[config.mk]
export PLATFORM = sky130hd
export DESIGN_NAME = fwd_hazard_unit_flat
export DESIGN_NICKNAME = d
export VERILOG_FILES = /design/src/rtl/fwd_hazard_unit_pkg.sv /design/src/rtl/fwd_hazard_unit_if.sv /design/src/rtl/fwd_hazard_unit_stage_match.sv /design/src/rtl/fwd_hazard_unit.sv /design/src/flat_wrapper.sv
export SDC_FILE = /design/constraint.sdc
export NUM_CORES = 1
export LEC_CHECK = 0
export CAP_MARGIN = 0
export CORE_MARGIN = 10
export CORE_UTILIZATION = 50
export DETAILED_ROUTE_END_ITERATION = 8
export GPL_ROUTABILITY_DRIVEN = 0
export GPL_TIMING_DRIVEN = 0
export PLACE_DENSITY = 0.93
export REMOVE_ABC_BUFFERS = 1
export SYNTH_ARGS = -nofsm -noshare
export SYNTH_HDL_FRONTEND = slang
export SYNTH_SLANG_ARGS = --single-unit
[constraint.sdc]
create_clock -name clk -period 3.2 [get_ports clk]
set_clock_uncertainty 0.05 [all_clocks]
set_input_delay 0.64 -clock clk [delete_from_list [all_inputs] [get_ports clk]]
set_output_delay 0.64 -clock clk [all_outputs]
set_load 0.05 [all_outputs]
[src/rtl/fwd_hazard_unit_pkg.sv]
// Shared definitions for the forwarding / interlock unit.
//   FWD_RF        : select value meaning "take the operand from the register file"
//   REG_BITS_DEF  : default register-address width
//   REG_BITS_MAX  : widest register address an entry can hold (addresses are zero-extended)
//   entry_t       : one tracked writer stage {valid, regwrite, load, rd}
package hazard_pkg;

   localparam int REG_BITS_DEF = 5;
   localparam int REG_BITS_MAX = 8;
   localparam int FWD_RF       = 0;

   typedef struct packed {
      logic                    valid;
      logic                    regwrite;
      logic                    load;
      logic [REG_BITS_MAX-1:0] rd;
   } entry_t;

endpackage

[src/rtl/fwd_hazard_unit_if.sv]
// EX-side bus of the forwarding / interlock unit.
//   master : the EX stage, which drives instruction fields and fwd_enable and
//            receives the operand selects, stall and stall counter.
//   slave  : the hazard unit itself.
interface fwd_hazard_unit_if
   import hazard_pkg::*;
#(
   parameter int REG_BITS = REG_BITS_DEF,
   parameter int DEPTH    = 2
);
   localparam int SELW = $clog2(DEPTH + 1);

   logic                ex_valid;
   logic                ex_regwrite;
   logic                ex_load;
   logic [REG_BITS-1:0] ex_rd;
   logic [REG_BITS-1:0] ex_rs1;
   logic [REG_BITS-1:0] ex_rs2;
   logic                ex_use_rs1;
   logic                ex_use_rs2;
   logic                fwd_enable;
   logic [SELW-1:0]     fwd_rs1_sel;
   logic [SELW-1:0]     fwd_rs2_sel;
   logic                stall;
   logic [15:0]         stall_cycles;

   modport master (
      output ex_valid, ex_regwrite, ex_load, ex_rd, ex_rs1, ex_rs2,
             ex_use_rs1, ex_use_rs2, fwd_enable,
      input  fwd_rs1_sel, fwd_rs2_sel, stall, stall_cycles
   );

   modport slave (
      input  ex_valid, ex_regwrite, ex_load, ex_rd, ex_rs1, ex_rs2,
             ex_use_rs1, ex_use_rs2, fwd_enable,
      output fwd_rs1_sel, fwd_rs2_sel, stall, stall_cycles
   );

endinterface

[src/rtl/fwd_hazard_unit_stage_match.sv]
// Compares one tracked writer stage against one EX source operand.
//   ent      : tracked entry of stage STAGE
//   rs       : zero-extended EX source register
//   rs_used  : EX instruction actually reads this source
//   ex_valid : EX holds a real instruction
//   match    : this stage writes the register the operand reads
//   ready    : the stage's result can be forwarded now
module fwd_stage_match
   import hazard_pkg::*;
#(
   parameter int STAGE      = 1,
   parameter int LOAD_READY = 2
) (
   input  entry_t                  ent,
   input  logic [REG_BITS_MAX-1:0] rs,
   input  logic                    rs_used,
   input  logic                    ex_valid,
   output logic                    match,
   output logic                    ready
);

   // Load data exists from stage LOAD_READY onward; everything else is ready at once.
   localparam logic LATE = (STAGE >= LOAD_READY);

   assign match = ent.valid & ent.regwrite & (ent.rd == rs) & (ent.rd != '0)
                & rs_used & ex_valid;
   assign ready = ~ent.load | LATE;

endmodule

[src/rtl/fwd_hazard_unit.sv]
// Forwarding and interlock unit for the integer pipeline.
// Tracks DEPTH writer stages after EX, picks the youngest matching producer per
// EX operand, and stalls ID/EX while that producer's value is not yet usable.
//   clk   : pipeline clock
//   rst_n : asynchronous active-low reset
//   bus   : EX-side bus (instruction fields in; operand selects, stall, counter out)
module fwd_hazard_unit
   import hazard_pkg::*;
#(
   parameter int REG_BITS   = REG_BITS_DEF,
   parameter int DEPTH      = 2,
   parameter int LOAD_READY = 2,
   parameter int SELW       = $clog2(DEPTH + 1)
) (
   input  logic              clk,
   input  logic              rst_n,
   fwd_hazard_unit_if.slave  bus
);

   entry_t            ent [1:DEPTH];
   entry_t            ent_new;
   logic [DEPTH:1]    m1, r1, m2, r2;
   logic [SELW:0]     pick1, pick2;
   logic              stall;
   logic [15:0]       stall_cnt;

   logic [REG_BITS_MAX-1:0] rs1_ext, rs2_ext;

   assign rs1_ext = REG_BITS_MAX'(bus.ex_rs1);
   assign rs2_ext = REG_BITS_MAX'(bus.ex_rs2);

   for (genvar k = 1; k <= DEPTH; k++) begin : g_stage
      fwd_stage_match #(.STAGE(k), .LOAD_READY(LOAD_READY)) u_rs1 (
         .ent(ent[k]), .rs(rs1_ext), .rs_used(bus.ex_use_rs1), .ex_valid(bus.ex_valid),
         .match(m1[k]), .ready(r1[k])
      );
      fwd_stage_match #(.STAGE(k), .LOAD_READY(LOAD_READY)) u_rs2 (
         .ent(ent[k]), .rs(rs2_ext), .rs_used(bus.ex_use_rs2), .ex_valid(bus.ex_valid),
         .match(m2[k]), .ready(r2[k])
      );
   end

   // Returns {stall, sel}. Scanning oldest to youngest lets the youngest match
   // overwrite any older one, so older producers never influence the result.
   // With forwarding off, any match holds the operand on the register file.
   function automatic logic [SELW:0] pick(input logic [DEPTH:1] m,
                                          input logic [DEPTH:1] r,
                                          input logic           en);
      logic [SELW:0] res;
      res = {1'b0, SELW'(FWD_RF)};
      for (int k = DEPTH; k >= 1; k--) begin
         if (m[k]) res = (en && r[k]) ? {1'b0, SELW'(k)} : {1'b1, SELW'(FWD_RF)};
      end
      return res;
   endfunction

   assign pick1 = pick(m1, r1, bus.fwd_enable);
   assign pick2 = pick(m2, r2, bus.fwd_enable);
   assign stall = pick1[SELW] | pick2[SELW];

   assign bus.fwd_rs1_sel  = pick1[SELW-1:0];
   assign bus.fwd_rs2_sel  = pick2[SELW-1:0];
   assign bus.stall        = stall;
   assign bus.stall_cycles = stall_cnt;

   // A stalled or empty EX slot enters the tracker as a bubble.
   always_comb begin
      ent_new          = '0;
      ent_new.valid    = bus.ex_valid & ~stall;
      ent_new.regwrite = bus.ex_regwrite;
      ent_new.load     = bus.ex_load;
      ent_new.rd       = REG_BITS_MAX'(bus.ex_rd);
   end

   // Tracker advances every clock; a stall only inserts a bubble at stage 1.
   always_ff @(posedge clk or negedge rst_n) begin
      if (!rst_n) begin
         for (int k = 1; k <= DEPTH; k++) ent[k] <= '0;
         stall_cnt <= '0;
      end else begin
         ent[1] <= ent_new;
         for (int k = 2; k <= DEPTH; k++) ent[k] <= ent[k-1];
         if (stall && stall_cnt != 16'hFFFF) stall_cnt <= stall_cnt + 16'd1;
      end
   end

endmodule

[src/flat_wrapper.sv]
// flat-port wrapper written by rule: the top's interface ports become plain ports
module fwd_hazard_unit_flat import hazard_pkg::*;
#(
   parameter int REG_BITS   = REG_BITS_DEF,
   parameter int DEPTH      = 2,
   parameter int LOAD_READY = 2,
   parameter int SELW       = $clog2(DEPTH + 1)
)
  (clk, rst_n, bus_ex_valid, bus_ex_regwrite, bus_ex_load, bus_ex_rd, bus_ex_rs1, bus_ex_rs2, bus_ex_use_rs1, bus_ex_use_rs2, bus_fwd_enable, bus_fwd_rs1_sel, bus_fwd_rs2_sel, bus_stall, bus_stall_cycles);
  fwd_hazard_unit_if #(.REG_BITS(REG_BITS), .DEPTH(DEPTH)) bus_i ();
  input  logic clk;
  input  logic rst_n;
  input wire logic [$bits(bus_i.ex_valid)-1:0] bus_ex_valid;
  input wire logic [$bits(bus_i.ex_regwrite)-1:0] bus_ex_regwrite;
  input wire logic [$bits(bus_i.ex_load)-1:0] bus_ex_load;
  input wire logic [$bits(bus_i.ex_rd)-1:0] bus_ex_rd;
  input wire logic [$bits(bus_i.ex_rs1)-1:0] bus_ex_rs1;
  input wire logic [$bits(bus_i.ex_rs2)-1:0] bus_ex_rs2;
  input wire logic [$bits(bus_i.ex_use_rs1)-1:0] bus_ex_use_rs1;
  input wire logic [$bits(bus_i.ex_use_rs2)-1:0] bus_ex_use_rs2;
  input wire logic [$bits(bus_i.fwd_enable)-1:0] bus_fwd_enable;
  output wire logic [$bits(bus_i.fwd_rs1_sel)-1:0] bus_fwd_rs1_sel;
  output wire logic [$bits(bus_i.fwd_rs2_sel)-1:0] bus_fwd_rs2_sel;
  output wire logic [$bits(bus_i.stall)-1:0] bus_stall;
  output wire logic [$bits(bus_i.stall_cycles)-1:0] bus_stall_cycles;
  assign bus_i.ex_valid = bus_ex_valid;
  assign bus_i.ex_regwrite = bus_ex_regwrite;
  assign bus_i.ex_load = bus_ex_load;
  assign bus_i.ex_rd = bus_ex_rd;
  assign bus_i.ex_rs1 = bus_ex_rs1;
  assign bus_i.ex_rs2 = bus_ex_rs2;
  assign bus_i.ex_use_rs1 = bus_ex_use_rs1;
  assign bus_i.ex_use_rs2 = bus_ex_use_rs2;
  assign bus_i.fwd_enable = bus_fwd_enable;
  assign bus_fwd_rs1_sel = bus_i.fwd_rs1_sel;
  assign bus_fwd_rs2_sel = bus_i.fwd_rs2_sel;
  assign bus_stall = bus_i.stall;
  assign bus_stall_cycles = bus_i.stall_cycles;
  fwd_hazard_unit #(.REG_BITS(REG_BITS), .DEPTH(DEPTH), .LOAD_READY(LOAD_READY), .SELW(SELW)) u_core (.clk(clk), .rst_n(rst_n), .bus(bus_i));
endmodule
==> results.txt, run 1 <==
CP Capture Type -> output pin
Worst EP arrival -> 2.45 ns
dpl ws -> -0.739 ns
Async S/R FF share, synth -> 1.00
drt wl/cell -> 16.6 um
first-pass GRT wire length -> 5.91 mm
total negative slack -> 0 ns
Slew @ Worst Pin -> 0.656 ns
Worst R2R Path Depth -> 7
sequential area share after synthesis -> 0.505
Max FO, Critical Path -> 2
cts bufs inserted -> 5
commonest non-fill, non-tap cell in the layout -> dfrtp_1
1st-iter DRT viols -> 37
worst min path class -> primary input to asynchronous set/reset pin
syn_area_per_cell -> 11.0 um^2
max_cap viols -> 0
GRT Util Overall -> 0.136
layout cells sized above 1 -> 0.162
maximum vdd drop -> 0.000310 V
final worst slack -> 0.0623 ns
switching power -> 204 uW
fillers -> 206
Slew HR -> 0.563
Die Y -> 75.4 um
H-tree depth -> 2
Ys Warns -> 0
CTS Hold Buffers Added -> 0
Fmax -> 319 MHz
Remaining Overflow, GRT -> 0
clock sink count -> 31
clock tree buffer depth -> 2
DRC violation count after routing -> 0
Clock Root Buffer -> clkbuf_4
mux cell area share after synthesis -> 0.0285
crit path cell chain -> clkdlybuf4s50_1, xnor2_1, nand4_1, nor4_2, and3_1, clkdlybuf4s15_2
post-synthesis adder-cell area fraction -> 0.00815
DR vias -> 1192
vias per inst -> 5.32
commonest cells after routing, fill and taps aside -> 31 x dfrtp_1, 29 x clkdlybuf4s50_1, 18 x xnor2_1
Synth Area in Compound Gates -> 0.0432
post-DP HPWL -> 2.90 mm
Post-synth top flop -> dfrtp_1
leading area contributor after synthesis -> dfrtp_1
FP Rows -> 20
routed wire length -> 3.71 mm
Slowest-stage cell, CP -> clkdlybuf4s50_1
ant diodes -> 0
Internal -> 596 uW
simple-gate share of the synthesized area -> 0.218
Worst Setup Path Type -> primary input to output pin
number of flops mapped to enable cells by yosys -> 0
vias in the first global route -> 1250
Setup Viol. Count Final -> 0
Final Hold Fails -> 0
Final ANT Viol Nets -> 0
clk_lat worst skew -> 0.32 ns
CTS tree -> built
fin. max-slew vios -> 0
crit share post-route -> 0.981
layout net count -> 214
Pleak -> 0.964 nW
Area Growth Syn to Fin -> 38.5%
status -> finished, final reports clean
# IOs -> 44
initial antenna violation count -> 0
Sw Share -> 0.255
largest family of logic cells by synthesized area -> simple AND/OR/NAND/NOR gates
Clock transition at path regs -> 0.09 ns
die area -> 5690 um^2
sequential share of power -> 0.535
Req. time, crit path -> 2.51 ns
Die X-Extent -> 75.4 um
post-synth cell types -> 32
xor/xnor share of the synthesized area -> 0.183
clock power share -> 0.311
Worst setup SP type -> primary input
Cells after Synth -> 139
Synth area leaders -> dfrtp_1 51%, xnor2_1 10%, xor2_1 8.0%
post-synth top area share -> 0.505
Power per Cell Area -> 376 nW/um^2
CP max stage delay -> 0.53 ns
DR pass1 iterations -> 4
placeable core area -> 3000 um^2
Initial Util -> 0.511
Logic pwr share -> 0.154
Final Critical Period -> 3.14 ns
largest net degree at the start of global routing -> 32
input/output buffers -> 43
register bit total from synthesis -> 31
Synth Cell Area -> 1540 um^2
-- timing repair --
action / in CTS / in global routing
cloned: 0 / 0
setup endpoints to repair: 5 / 4
pin swaps: 0 / 5
buffers inserted: 0 / 2
resized for setup: 20 / 11
-- power by group through the flow --
| stage | combinational, mW | sequential, mW | clock [mW] |
|---|---|---|---|
| 2_1_floorplan | 0.0373 | 0.454 | 0 |
| 3_3_place_gp | 0.118 | 0.432 | 0 |
| 3_5_place_dp | 0.124 | 0.436 | 0 |
| 4_1_cts | 0.125 | 0.428 | 0.260 |
| 5_1_grt | 0.132 | 0.431 | 0.282 |
| 6_report | 0.123 | 0.428 | 0.249 |
-- worst paths after layout --
path | start | to | slack, ns
max | bus_ex_rs2[0] | bus_fwd_rs2_sel[1] | 0.06
max reg2reg | u_core.ent[12]$_DFF_PN0_ | u_core.bus.stall_cycles[1]$_DFFE_PN0P_ | 0.43
min reg2reg | u_core.ent[20]$_DFF_PN0_ | u_core.ent[9]$_DFF_PN0_ | 0.33
min | rst_n | u_core.bus.stall_cycles[10]$_DFFE_PN0P_ | 0.29
min in group clk | u_core.ent[20]$_DFF_PN0_ | u_core.ent[9]$_DFF_PN0_ | 0.33
max in group asynchronous | rst_n | u_core.ent[4]$_DFF_PN0_ | 2.38
-- Yosys cell counts, drive strengths merged, types with 2 or more instances --
| cell | count |
|---|---|
| dfrtp | 31 |
| xnor2 | 18 |
| nor2 | 14 |
| xor2 | 14 |
| nand2 | 11 |
| nand3 | 6 |
| or4 | 6 |
| inv | 4 |
| nand4 | 4 |
| nor3 | 4 |
| nor4 | 4 |
| and3 | 3 |
| mux2 | 3 |
| nand2b | 2 |
| o211ai | 2 |
| o21ai | 2 |
| or3 | 2 |
-- sequential cells by signal (all words and copies together), names as in the netlist --
register and cells:
u_core.ent 15, u_core.bus.stall_cycles 16
-- layer usage --
layer	GRT usage	vias up	wire length [um]
li1	-	583	-
met5	0	-	0
met1	0.148	567	1410
met2	0.231	36	2010
met4	0.0619	0	53
met3	0.0482	6	228
-- metrics by stage --
stage	area, um^2	power, mW	std cells	utilization	hold slack, ns
detailed placement	2000	0.560	214	0.666	0.323
CTS	2080	0.812	222	0.693	0.332
finish	2130	0.800	224	0.708	0.288
global route	2130	0.845	224	0.708	0.302
global placement	2000	0.551	214	0.666	0.313
floorplan	1530	0.492	138	-	0.294
-- critical path: cells and delay by family --
family                    cells  cell delay [ns]
buffers and inverters         2             0.90
and+or+nand+nor               3             0.77
xor gates and xnor gates      1             0.14
-- layout make-up --
| class | instances | area, um^2 | share of cell area |
|---|---|---|---|
| multi-input cells | 103 | 758 | 0.357 |
| repair buffers | 45 | 467 | 0.220 |
| well taps | 33 | 41.3 | 0.0194 |
| inverters | 4 | 15.0 | 0.00706 |
| flip-flops and latches | 31 | 776 | 0.365 |
| clock buffers | 8 | 68.8 | 0.0324 |
-- kinds of logic (layout without fill, tap and decap cells) --
kind of cell	after synthesis	in the layout
AO/OA/AOI/OAI	7	7
XOR/XNOR	32	32
adder cells (fa/ha/maj)	1	1
buffers and inverters	5	57
flip-flops	31	31
multiplexers	4	4
AND/OR/NAND/NOR	59	59
(Power assumes the default switching activity.)
==> inputs of run 2 (changes only) <==
- CORE_UTILIZATION: 50 -> 38
- PLACE_DENSITY: 0.93 -> 0.76
- SETUP_SLACK_MARGIN: unset -> 0.15
==> run 2 against run 1 <==
  * Register-to-register slack got worse by 0.22 ns
  * Setup slack gained 0.083 ns
  * Critical path depth grew 2
  * Critical path type unchanged
  * Clock power increased by 32%
  * Design area increased by 10%
==> results.txt, run 2 (synthesis results as in run 1) <==
status -> finished, final reports clean
ant diodes -> 0 (unchanged)
crit path cell chain -> clkdlybuf4s50_1, nand2_1, or4_4, a21boi_4, nor2b_4, nor2_2, buf_4, buf_8
max_cap viols -> 0 (unchanged)
Final Hold Fails -> 0 (unchanged)
initial antenna violation count -> 0 (unchanged)
max reg flops -> 16 (unchanged)
FP Rows -> 23 (+15%)
cts bufs inserted -> 5 (unchanged)
Power per Cell Area -> 376 nW/um^2 (about the same)
Final Critical Period -> 3.05 ns (-0.0829 ns)
worst hold start -> u_core.ent[21]$_DFF_PN0_
largest net degree at the start of global routing -> 32 (unchanged)
DR vias -> 1258 (+5.5%)
GRT Util Overall -> 0.114 (-0.0218)
Area Growth Syn to Fin -> 52.7%
Clock transition at path regs -> 0.06 ns (-0.03 ns)
clk_lat worst skew -> 0.27 ns (-0.05 ns)
Req. time, crit path -> 2.51 ns (about the same)
total power -> 882 uW (+10%)
Fmax -> 327 MHz (+2.7%)
crit share post-route -> 0.955 (-0.0259)
die area -> 6980 um^2 (+23%)
post-DP HPWL -> 2.81 mm (-3.2%)
CP Capture Type -> output pin
Slew HR -> 0.555 (-0.00751)
placeable core area -> 3940 um^2 (+31%)
vias per inst -> 4.88 (-8.4%)
layout cells sized above 1 -> 0.303 (+0.141)
clock sink count -> 31 (unchanged)
CTS tree -> built
Setup Viol. Count Final -> 0 (unchanged)
RSZ-0062 raised after global routing -> true
Die Y -> 83.6 um (+11%)
# IOs -> 44 (unchanged)
H-tree depth -> 2 (unchanged)
Slowest-stage cell, CP -> or4_4
input/output buffers -> 43 (unchanged)
Fin Hold WS -> 0.331 ns (+0.0424 ns)
CP max stage delay -> 0.55 ns (+0.02 ns)
worst min path class -> flip-flop to flip-flop
Worst setup SP type -> primary input
vias in the first global route -> 1341 (+7.3%)
Clock Root Buffer -> clkbuf_8
routed wire length -> 3.97 mm (+7.1%)
utilization after layout -> 0.595 (-0.113)
Pleak -> 1.06 nW (+9.6%)
Worst EP arrival -> 2.36 ns (-0.09 ns)
DR pass1 iterations -> 4 (unchanged)
Die X-Extent -> 83.6 um (+11%)
Slew @ Worst Pin -> 0.667 ns (+0.0113 ns)
Final ANT Viol Nets -> 0 (unchanged)
first-pass GRT wire length -> 6.51 mm (+10%)
fin. max-slew vios -> 0 (unchanged)
Initial Util -> 0.389 (-0.122)
layout net count -> 231 (+7.9%)
clock tree buffer depth -> 2 (unchanged)
reg-to-reg startpoint -> u_core.ent[1]$_DFF_PN0_
fillers -> 315 (+53%)
maximum vdd drop -> 0.000286 V (-7.8%)
total negative slack -> 0 ns (unchanged)
commonest non-fill, non-tap cell in the layout -> dfrtp_1
Worst Setup SP -> bus_ex_use_rs1
drt wl/cell -> 15.4 um (-7.0%)
Max FO, Critical Path -> 4 (+2)
commonest cells after routing, fill and taps aside -> 30 x dfrtp_1, 25 x clkdlybuf4s50_1, 17 x xnor2_1
DRC violation count after routing -> 0 (unchanged)
Worst Setup Path Type -> primary input to output pin
1st-iter DRT viols -> 58 (+57%)
Remaining Overflow, GRT -> 0 (unchanged)
[run 2: path summary, 6_finish.rpt]
| kind | endpoint | cells past startpoint | slack, ns |
|---|---|---|---|
| max in group asynchronous | u_core.ent[12]$_DFF_PN0_ | 1 | 2.28 |
| min in group asynchronous | u_core.ent[11]$_DFF_PN0_ | 1 | 0.35 |
| setup reg to reg | u_core.ent[21]$_DFF_PN0_ | 16 | 0.21 |
| hold / removal | u_core.ent[10]$_DFF_PN0_ | 0 | 0.33 |
| hold reg to reg | u_core.ent[10]$_DFF_PN0_ | 0 | 0.33 |
| setup / recovery | bus_stall | 8 | 0.15 |
[run 2: area by class of cell]
| class | instances | area (um^2) | area share |
|---|---|---|---|
| clock buffers | 8 | 100 | 0.0427 |
| multi-input cells | 103 | 816 | 0.348 |
| well taps | 50 | 62.6 | 0.0267 |
| repair buffers | 62 | 574 | 0.245 |
| inverters | 4 | 15.0 | 0.00640 |
| flip-flops and latches | 31 | 777 | 0.331 |
[run 2: repair_timing]
action,in CTS,in global routing
pin swaps,4,20
gates resized for setup,37,41
setup buffers,13,6
endpoints found under the setup margin,5,7
hold buffers,0,0
[run 2: worst max-delay path: cells and delay by family]
family | cells | cell delay, ns
simple gates | 4 | 0.80
buf+inv | 3 | 0.72
compound gates | 1 | 0.20
[run 2: routing by layer]
metal / global-route usage / part of all wire
met5: 0 / 0
met4: 0.0365 / 0.014
met1: 0.129 / 0.41
met3: 0.0518 / 0.073
met2: 0.186 / 0.51
[run 2: per-stage QoR]
step                cells  area (um^2)  worst slack, ns
CTS                   252         2250           0.0816
global route          258         2340           0.0738
floorplan             138         1530            0.170
finish                258         2340            0.145
detailed placement    231         2020           -0.770
global placement      231         2020           -0.781
[run 2: power by group]
part | internal [mW] | switching, mW
sequential | 0.409 | 0.0187
combinational | 0.0603 | 0.0667
clock | 0.196 | 0.132
==> inputs of run 3 (changes only) <==
- CTS_CLUSTER_DIAMETER: unset -> 80
- SETUP_SLACK_MARGIN: 0.15 -> unset
==> run 3 against run 2 <==
  * Setup slack worse by 0.056 ns
  * Final cell count down 2.3%
  * Power down 0.48%
  * Clock-buffer cell count unchanged
  * Die area unchanged
==> results.txt, run 3 (synthesis results as in run 1) <==
status -> finished, final reports clean
input/output buffers -> 43 (unchanged)
clock power share -> 0.372 (about the same)
fillers -> 324 (+2.9%)
Setup Viol. Count Final -> 0 (unchanged)
Internal -> 664 uW (-0.22%)
max_cap viols -> 0 (unchanged)
layout cells sized above 1 -> 0.233 (-0.0702)
max reg flops -> 16 (unchanged)
crit share post-route -> 0.972 (+0.0174)
first-pass GRT wire length -> 6.31 mm (-3.0%)
fin. max-slew vios -> 0 (unchanged)
Req. time, crit path -> 2.51 ns (about the same)
sequential share of power -> 0.487 (+0.002)
r2r setup slk -> 0.13 ns (-0.08 ns)
Initial Util -> 0.389 (unchanged)
DR pass1 iterations -> 4 (unchanged)
maximum vdd drop -> 0.000285 V (-0.21%)
Slew @ Worst Pin -> 0.664 ns (-0.00240 ns)
CTS tree -> built
total power -> 878 uW (-0.48%)
Crit Reg-Reg Endpoint -> u_core.ent[21]$_DFF_PN0_
post-DP HPWL -> 2.81 mm (unchanged)
H-tree depth -> 2 (unchanged)
ant diodes -> 0 (unchanged)
cts bufs inserted -> 5 (unchanged)
initial antenna violation count -> 0 (unchanged)
crit path cell chain -> dlygate4sd2_1, xnor2_1, nand4_1, or4_4, nor2_1, clkdlybuf4s15_1
commonest non-fill, non-tap cell in the layout -> dfrtp_1
routed wire length -> 3.84 mm (-3.2%)
Slew HR -> 0.557 (+0.00160)
FP Rows -> 23 (unchanged)
CP Capture Type -> output pin
Max FO, Critical Path -> 5 (+1)
Worst EP arrival -> 2.42 ns (+0.06 ns)
CP max stage delay -> 0.59 ns (+0.04 ns)
vias per inst -> 4.87 (about the same)
Die Y -> 83.6 um (unchanged)
Reg area -> 777 um^2 (unchanged)
Worst Setup SP -> bus_ex_rs1[0]
DR vias -> 1228 (-2.4%)
Area Growth Syn to Fin -> 47.5%
Final ANT Viol Nets -> 0 (unchanged)
Clock Root Buffer -> clkbuf_8
placeable core area -> 3940 um^2 (unchanged)
Slowest-stage cell, CP -> or4_4
Setup crit end -> bus_fwd_rs1_sel[0]
drt wl/cell -> 15.3 um (-0.94%)
Final Hold Fails -> 0 (unchanged)
Sw Share -> 0.244 (-0.00200)
# IOs -> 44 (unchanged)
Multi-input gate area -> 798 um^2 (-2.1%)
die area -> 6980 um^2 (unchanged)
worst min path class -> flip-flop to flip-flop
Die X-Extent -> 83.6 um (unchanged)
1st-iter DRT viols -> 41 (-29%)
switching power -> 214 uW (-1.3%)
DRC violation count after routing -> 0 (unchanged)
Remaining Overflow, GRT -> 0 (unchanged)
Worst Setup Path Type -> primary input to output pin
Final Critical Period -> 3.11 ns (+0.0556 ns)
reg-to-reg startpoint -> u_core.ent[15]$_DFF_PN0_
Logic pwr share -> 0.141 (-0.003)
Fmax -> 322 MHz (-1.8%)
layout net count -> 225 (-2.6%)
Worst R2R Path Depth -> 16 (unchanged)
placed insts -> 231 (unchanged)
filler-free cell count of the finished design -> 252 (-2.3%)
commonest cells after routing, fill and taps aside -> 30 x dfrtp_1, 28 x clkdlybuf4s50_1, 18 x xnor2_1
Clock transition at path regs -> 0.06 ns (about the same)
Worst setup SP type -> primary input
clk_lat worst skew -> 0.27 ns (about the same)
clock sink count -> 31 (unchanged)
Pleak -> 1.00 nW (-5.3%)
largest net degree at the start of global routing -> 32 (unchanged)
Power per Cell Area -> 388 nW/um^2 (+3.0%)
vias in the first global route -> 1318 (-1.7%)
clock tree buffer depth -> 2 (unchanged)
GRT Util Overall -> 0.110 (-0.00364)
-- run 3: worst min-delay path by stage --
| stage | slack, ns | depth (start not counted) | to | start |
|---|---|---|---|---|
| global route | 0.34 | 0 | u_core.ent[10]$_DFF_PN0_ | u_core.ent[21]$_DFF_PN0_ |
| finish | 0.33 | 0 | u_core.ent[10]$_DFF_PN0_ | u_core.ent[21]$_DFF_PN0_ |
| CTS | 0.33 | 0 | u_core.ent[10]$_DFF_PN0_ | u_core.ent[21]$_DFF_PN0_ |
| detailed placement | 0.32 | 0 | u_core.ent[10]$_DFF_PN0_ | u_core.ent[21]$_DFF_PN0_ |
| global placement | 0.31 | 0 | u_core.ent[10]$_DFF_PN0_ | u_core.ent[21]$_DFF_PN0_ |
| floorplan | 0.29 | 0 | u_core.bus.stall_cycles[0]$_DFFE_PN0P_ | rst_n |
-- run 3: timing repair --
| item | CTS | global route |
|---|---|---|
| pin swaps | 4 | 8 |
| setup endpoints to repair | 5 | 4 |
| resized for setup | 26 | 15 |
| hold buffers | 0 | 0 |
| setup buffers | 11 | 3 |
| hold endpoints to repair | 0 | 0 |
-- run 3: routing by layer --
| layer | part of all wire | vias to the layer above | GRT usage |
|---|---|---|---|
| met5 | 0 | - | 0 |
| met4 | 0.022 | 0 | 0.0441 |
| met3 | 0.074 | 11 | 0.0508 |
| met2 | 0.48 | 37 | 0.171 |
| met1 | 0.42 | 574 | 0.129 |
| li1 | - | 606 | - |
-- run 3: area by class of cell --
class	instances	area share
tap	50	0.0276
sequential	31	0.343
clock buffer	8	0.0442
timing repair buffer	56	0.226
inverter	4	0.00663
multi-input combinational	103	0.352
-- run 3: metrics by stage --
step / setup slack [ns] / area, um^2 / util / hold slack, ns / TNS (ns)
2_1_floorplan: 0.170 / 1530 / - / 0.294 / 0
3_3_place_gp: -0.781 / 2020 / 0.513 / 0.314 / -2.27
3_5_place_dp: -0.770 / 2020 / 0.513 / 0.315 / -2.24
4_1_cts: 0.0302 / 2210 / 0.560 / 0.329 / 0
5_1_grt: -0.0183 / 2260 / 0.574 / 0.341 / -0.0241
6_report: 0.0897 / 2260 / 0.574 / 0.330 / 0
-- run 3: critical path, delay by kind of cell --
kind	cells	cell delay, ns
xor+xnor	1	0.17
buf+inv	2	0.78
simple gates	3	0.83
-- run 3: power by group through the flow --
stage,registers [mW],clock network [mW],logic (mW)
6_report,0.427,0.327,0.124
5_1_grt,0.429,0.359,0.133
4_1_cts,0.427,0.337,0.120
3_5_place_dp,0.434,0,0.122
3_3_place_gp,0.434,0,0.120
2_1_floorplan,0.454,0,0.0373
